File: src/rtl/seq_div.sv
// seq_div: iterative restoring divider, one trial subtraction per clock.
// Optional signed support is compiled in with `define DIV_SIGNED_EN.
module seq_div #(
  parameter int N = 32
) (
  input  logic         clk,
  input  logic         rst,
  input  logic         start,
  input  logic [N-1:0] A,
  input  logic [N-1:0] B,
  input  logic         sgn,
  output logic         busy,
  output logic         done,
  output logic [N-1:0] Q,
  output logic [N-1:0] R,
  output logic         DZ
);

  localparam int CW = $clog2(N);
  localparam logic [CW-1:0] LAST = CW'(N - 1);

`ifdef DIV_SIGNED_EN
  typedef enum logic [1:0] {IDLE = 2'd0, RUN = 2'd1, FIX = 2'd2, DONE = 2'd3} state_t;

  function automatic logic [N-1:0] negate(input logic [N-1:0] x);
    return ~x + {{(N-1){1'b0}}, 1'b1};
  endfunction
`else
  typedef enum logic [1:0] {IDLE = 2'd0, RUN = 2'd1, DONE = 2'd3} state_t;
`endif

  state_t         state_r, state_nxt_s;
  logic [CW-1:0]  cnt_r, cnt_nxt_s;
  logic [N-1:0]   p_r, p_nxt_s;
  logic [N-1:0]   qw_r, qw_nxt_s;
  logic [N-1:0]   d_r, d_nxt_s;
  logic           busy_r, busy_nxt_s;
  logic           done_r, done_nxt_s;
  logic [N-1:0]   q_r, q_nxt_s;
  logic [N-1:0]   r_r, r_nxt_s;
  logic           dz_r, dz_nxt_s;

  logic [N:0]     p_shift_s;
  logic [N:0]     trial_s;
  logic [N-1:0]   p_step_s;
  logic [N-1:0]   qw_step_s;
  logic [N-1:0]   a_mag_s;
  logic [N-1:0]   b_mag_s;

`ifdef DIV_SIGNED_EN
  logic           neg_q_r, neg_q_nxt_s;
  logic           neg_rem_r, neg_rem_nxt_s;
  logic           neg_q_in_s, neg_rem_in_s;

  // Operand magnitudes and result sign flags captured at acceptance
  always_comb begin
    a_mag_s      = (sgn && A[N-1]) ? negate(A) : A;
    b_mag_s      = (sgn && B[N-1]) ? negate(B) : B;
    neg_q_in_s   = sgn & (A[N-1] ^ B[N-1]);
    neg_rem_in_s = sgn & A[N-1];
  end
`else
  logic sgn_unused_s;
  assign a_mag_s      = A;
  assign b_mag_s      = B;
  assign sgn_unused_s = sgn;
`endif

  // One restoring step: shift in the next dividend bit and try to subtract the divisor
  always_comb begin
    p_shift_s = {p_r, qw_r[N-1]};
    trial_s   = p_shift_s - {1'b0, d_r};
    if (trial_s[N]) begin
      p_step_s  = p_shift_s[N-1:0];
      qw_step_s = {qw_r[N-2:0], 1'b0};
    end else begin
      p_step_s  = trial_s[N-1:0];
      qw_step_s = {qw_r[N-2:0], 1'b1};
    end
  end

  // Next-state and next-register logic for the control FSM and datapath
  always_comb begin
    state_nxt_s = state_r;
    cnt_nxt_s   = cnt_r;
    p_nxt_s     = p_r;
    qw_nxt_s    = qw_r;
    d_nxt_s     = d_r;
    busy_nxt_s  = 1'b0;
    done_nxt_s  = 1'b0;
    q_nxt_s     = q_r;
    r_nxt_s     = r_r;
    dz_nxt_s    = dz_r;
`ifdef DIV_SIGNED_EN
    neg_q_nxt_s   = neg_q_r;
    neg_rem_nxt_s = neg_rem_r;
`endif
    case (state_r)
      IDLE: begin
        if (start) begin
          p_nxt_s   = {N{1'b0}};
          cnt_nxt_s = {CW{1'b0}};
          qw_nxt_s  = a_mag_s;
          d_nxt_s   = b_mag_s;
          dz_nxt_s  = (B == {N{1'b0}});
`ifdef DIV_SIGNED_EN
          neg_q_nxt_s   = neg_q_in_s;
          neg_rem_nxt_s = neg_rem_in_s;
`endif
          // Zero divisor bypasses the iteration entirely
          if (B == {N{1'b0}}) begin
            state_nxt_s = DONE;
            done_nxt_s  = 1'b1;
            q_nxt_s     = {N{1'b1}};
            r_nxt_s     = A;
          end else begin
            state_nxt_s = RUN;
            busy_nxt_s  = 1'b1;
          end
        end else begin
          state_nxt_s = IDLE;
        end
      end
      RUN: begin
        p_nxt_s   = p_step_s;
        qw_nxt_s  = qw_step_s;
        cnt_nxt_s = cnt_r + CW'(1);
        if (cnt_r == LAST) begin
`ifdef DIV_SIGNED_EN
          state_nxt_s = FIX;
          busy_nxt_s  = 1'b1;
`else
          state_nxt_s = DONE;
          done_nxt_s  = 1'b1;
          q_nxt_s     = qw_step_s;
          r_nxt_s     = p_step_s;
`endif
        end else begin
          state_nxt_s = RUN;
          busy_nxt_s  = 1'b1;
        end
      end
`ifdef DIV_SIGNED_EN
      FIX: begin
        state_nxt_s = DONE;
        done_nxt_s  = 1'b1;
        q_nxt_s     = neg_q_r   ? negate(qw_r) : qw_r;
        r_nxt_s     = neg_rem_r ? negate(p_r)  : p_r;
      end
`endif
      DONE: begin
        state_nxt_s = IDLE;
      end
      default: begin
        state_nxt_s = IDLE;
      end
    endcase
  end

  // State and datapath registers with synchronous reset
  always_ff @(posedge clk) begin
    if (rst) begin
      state_r <= IDLE;
      cnt_r   <= {CW{1'b0}};
      p_r     <= {N{1'b0}};
      qw_r    <= {N{1'b0}};
      d_r     <= {N{1'b0}};
      busy_r  <= 1'b0;
      done_r  <= 1'b0;
      q_r     <= {N{1'b0}};
      r_r     <= {N{1'b0}};
      dz_r    <= 1'b0;
`ifdef DIV_SIGNED_EN
      neg_q_r   <= 1'b0;
      neg_rem_r <= 1'b0;
`endif
    end else begin
      state_r <= state_nxt_s;
      cnt_r   <= cnt_nxt_s;
      p_r     <= p_nxt_s;
      qw_r    <= qw_nxt_s;
      d_r     <= d_nxt_s;
      busy_r  <= busy_nxt_s;
      done_r  <= done_nxt_s;
      q_r     <= q_nxt_s;
      r_r     <= r_nxt_s;
      dz_r    <= dz_nxt_s;
`ifdef DIV_SIGNED_EN
      neg_q_r   <= neg_q_nxt_s;
      neg_rem_r <= neg_rem_nxt_s;
`endif
    end
  end

  assign busy = busy_r;
  assign done = done_r;
  assign Q    = q_r;
  assign R    = r_r;
  assign DZ   = dz_r;

endmodule

File: config.mk
export PLATFORM = sky130hd
export DESIGN_NAME = seq_div
export DESIGN_NICKNAME = d
export VERILOG_FILES = /design/src/rtl/seq_div.sv
export SDC_FILE = /design/constraint.sdc
export NUM_CORES = 1
export LEC_CHECK = 0
export ABC_AREA = 0
export CAP_MARGIN = 25
export CORE_MARGIN = 10
export CORE_UTILIZATION = 54
export DETAILED_ROUTE_END_ITERATION = 16
export HOLD_SLACK_MARGIN = 0.08
export PLACE_DENSITY = 0.8
export SLEW_MARGIN = 30
export SYNTH_ARGS = -nofsm -noshare
export SYNTH_HDL_FRONTEND = slang
export SYNTH_SLANG_ARGS = --single-unit
File: constraint.sdc
create_clock -name clk -period 3.1 [get_ports clk]
set_clock_uncertainty 0.05 [all_clocks]
set_input_delay 0.93 -clock clk [delete_from_list [all_inputs] [get_ports clk]]
set_output_delay 0.93 -clock clk [all_outputs]
set_load 0.02 [all_outputs]
==> impl_metrics.ini <==
[status]
run_status = finished, violations left
failed_checks = setup timing

[drt]
vias_per_cell = 5.78
detail_route.wl_per_cell_um = 17.1
first_pass_iters = 6
ant_nets = 0
dr.first_iter.drc_count = 737
routed_wl_um = 26100
detailroute.via_count = 8803
drc_violations_left = 0

[logic_synthesis]
postSynthAreaPerCell_sq_um = 7.67
yosys_cell_types = 67
postSynth.asyncResetShare_pct = 0
synth_top_flop_cell = dfxtp_1
postSynthNetCount = 1224
number_of_enable_flip_flop_cells_after_synthesis = 0
synth.area.top_cells = dfxtp_1, nand2_1, a21oi_1
synthesis.area_sq_um = 8590
yosysWarnings = 0
ys_seq_area_share_pct = 39.4
synth_area_leader_cell = dfxtp_1
syn-instance-count = 1121
synth.ff_latch_count = 169
netlist.area_leader.share_pct = 39.4

[cells_and_area]
fin_util_pct = 73.8
drive_above_1_share_pct = 14.1
mostFrequentLayoutCell = nand2_1
design.final.nets = 1398
layout.filler_cells = 1174
most-common-layout-cells = nand2_1, dfxtp_1, nor2_1, clkdlybuf4s50_1, a21oi_1
post-route-cell-area_sq_um = 11600
n_antenna_cell = 0
synthToLayoutAreaGrowth_pct = 34.8

[placement]
placement.io_buffers = 133
placed_cell_area_sq_um = 10600
hpwlAfterDp_um = 18500
routabilityCongestion = 0.900

[grt]
antenna_found_initial = 0
grt-ovfl-total = 0
first_global_vias = 8487
total_track_usage_pct = 22.7
grt_pass1_wl_um = 40800
largest_net_degree_at_the_start_of_global_routing = 56

[floorplanning]
dieArea_sq_um = 21400
ioPinCount = 135
die_width_um = 146
fp.dieH_um = 146
placement_rows = 46
core_region_area_sq_um = 15700
initial_core_util_pct = 54.7

[sta]
setup_tns_ns = -0.0107
layout_worst_path_cycle_share_pct = 100
finalSetupViolCount = 1
final_period_minus_worst_setup_slack_ns = 3.11
fmax_mhz = 321
slew-limit-headroom_pct = 44.7
worstMarginPinSlew_ns = 0.827
hold_violations = 0
rsz0062_at_grt = yes
post-route-worst-setup-slack_ns = -0.0107
report.final.slew_viol_count = 0

[pwr]
power.density_nw_per_um2 = 872
leakage_power_summed_over_all_cells_nw = 4.47
power.ir.vdd_worst_v = 0.000638

[clock_tree]
tritoncts = done
total_number_of_h_tree_levels = 4
clockBufferDepth = 2
numClockSinks = 169
cts_inserted_buffers = 17
cts-hold-fix-buffers = 0
cts.root.buffer_cell = clkbuf_16
cts.clk_slew.worst_paths_ns = 0.08
clock_insertion_delay_worst_skew_ns = 0.45

[critical_path]
arrival_ns = 3.40
critical_setup_path_kind = register to register
cp_max_fo = 7
worstPathRequired_ns = 3.39
type_of_destination_of_the_critical_path = register
critPathLaunchType = register

[flow_run]
max_cap_viol_count = 0

[hold_path]
holdCritPathClass = register to register
==> per-stage QoR <==
stage	hold WS (ns)	power [W]	cells	setup WS [ns]
CTS	0.408	0.00913	1515	0.000684
global placement	0.394	0.00674	1480	-0.234
detailed placement	0.398	0.00682	1480	-0.309
global route	0.429	0.0106	1524	-0.0503
finish	0.405	0.0101	1524	-0.0107
floorplan	0.386	0.00558	1121	0.201
==> flip-flops by register name, indices dropped and copies added, names as in the netlist <==
signal,flops
d_r,32
p_r,32
qw_r,32
state_r,2
Q,32
R,32
busy,1
DZ,1
cnt_r,5
==> metal layers <==
layer  global-route usage [%]  share of wire, %  up-vias
met5                        0                 0        -
met4                     7.56               3.0        0
met3                     7.11               8.2       70
met2                     38.8                48      365
met1                     26.4                40     4088
li1                         -                 -     4280
==> Yosys cell counts (13+ instances only) <==
master	count
nand2_1	176
dfxtp_1	169
nor2_1	163
a21oi_1	123
o21ai_0	69
clkbuf_1	51
inv_1	43
a211oi_1	34
ha_1	34
nor4_1	27
mux2i_1	16
nand3_1	16
a311oi_1	14
nor3_1	14
xnor2_1	13
==> critical path, stage by stage (launching register included) <==
cell and delay, ns:
dfxtp_4 0.40, inv_4 0.05, ha_4 0.16, inv_2 0.06, fa_2 0.21, a211oi_2 0.08
o211ai_1 0.27, nand3_2 0.23, a31o_4 0.31, a211o_4 0.38, clkbuf_16 0.19, buf_4 0.14
a211o_1 0.27, a32o_1 0.21
==> final timing paths <==
kind / startpoint / endpoint / slack, ns / cells after the start
worst max-delay path: qw_r[31] / R[13] / -0.01 / 13
worst min-delay path: d_r[10] / d_r[10] / 0.41 / 2
worst max register to register: qw_r[31] / R[13] / -0.01 / 13
worst min register to register: d_r[10] / d_r[10] / 0.41 / 2
==> power by group <==
group	internal, W	total [W]	switching (W)
Combinational	0.00253	0.00539	0.00287
Sequential	0.00233	0.00249	0.000155
Clock	0.00117	0.00222	0.00105
==> logic make-up after synthesis <==
| family | Yosys count | synth area share, % |
|---|---|---|
| DFF | 169 | 39.4 |
| xor gates and xnor gates | 25 | 2.55 |
| and+or+nand+nor | 434 | 21.5 |
| AOI/OAI and AO/OA | 324 | 23.9 |
| muxes | 17 | 1.99 |
| buffers and inverters | 117 | 5.53 |
| adders and majority gates | 35 | 5.18 |
==> final cells by class <==
cell class                 instances  area, sq um  area share (%)
tap                              216          270            2.33
sequential                       169         3390            29.2
clock inverter                    15          195            1.68
inverter                          43          164            1.41
multi-input combinational        835         5000            43.2
timing repair buffer             229         2140            18.5
clock buffer                      17          425            3.67
==> what timing repair did <==
item                       in CTS  in global routing
pin swaps                       3                  8
setup buffers                   3                  8
resized for setup               5                 46
cloned                          0                  1
setup endpoints to repair      24                 45
hold endpoints to repair        0                  0
(Power assumes the default switching activity.)
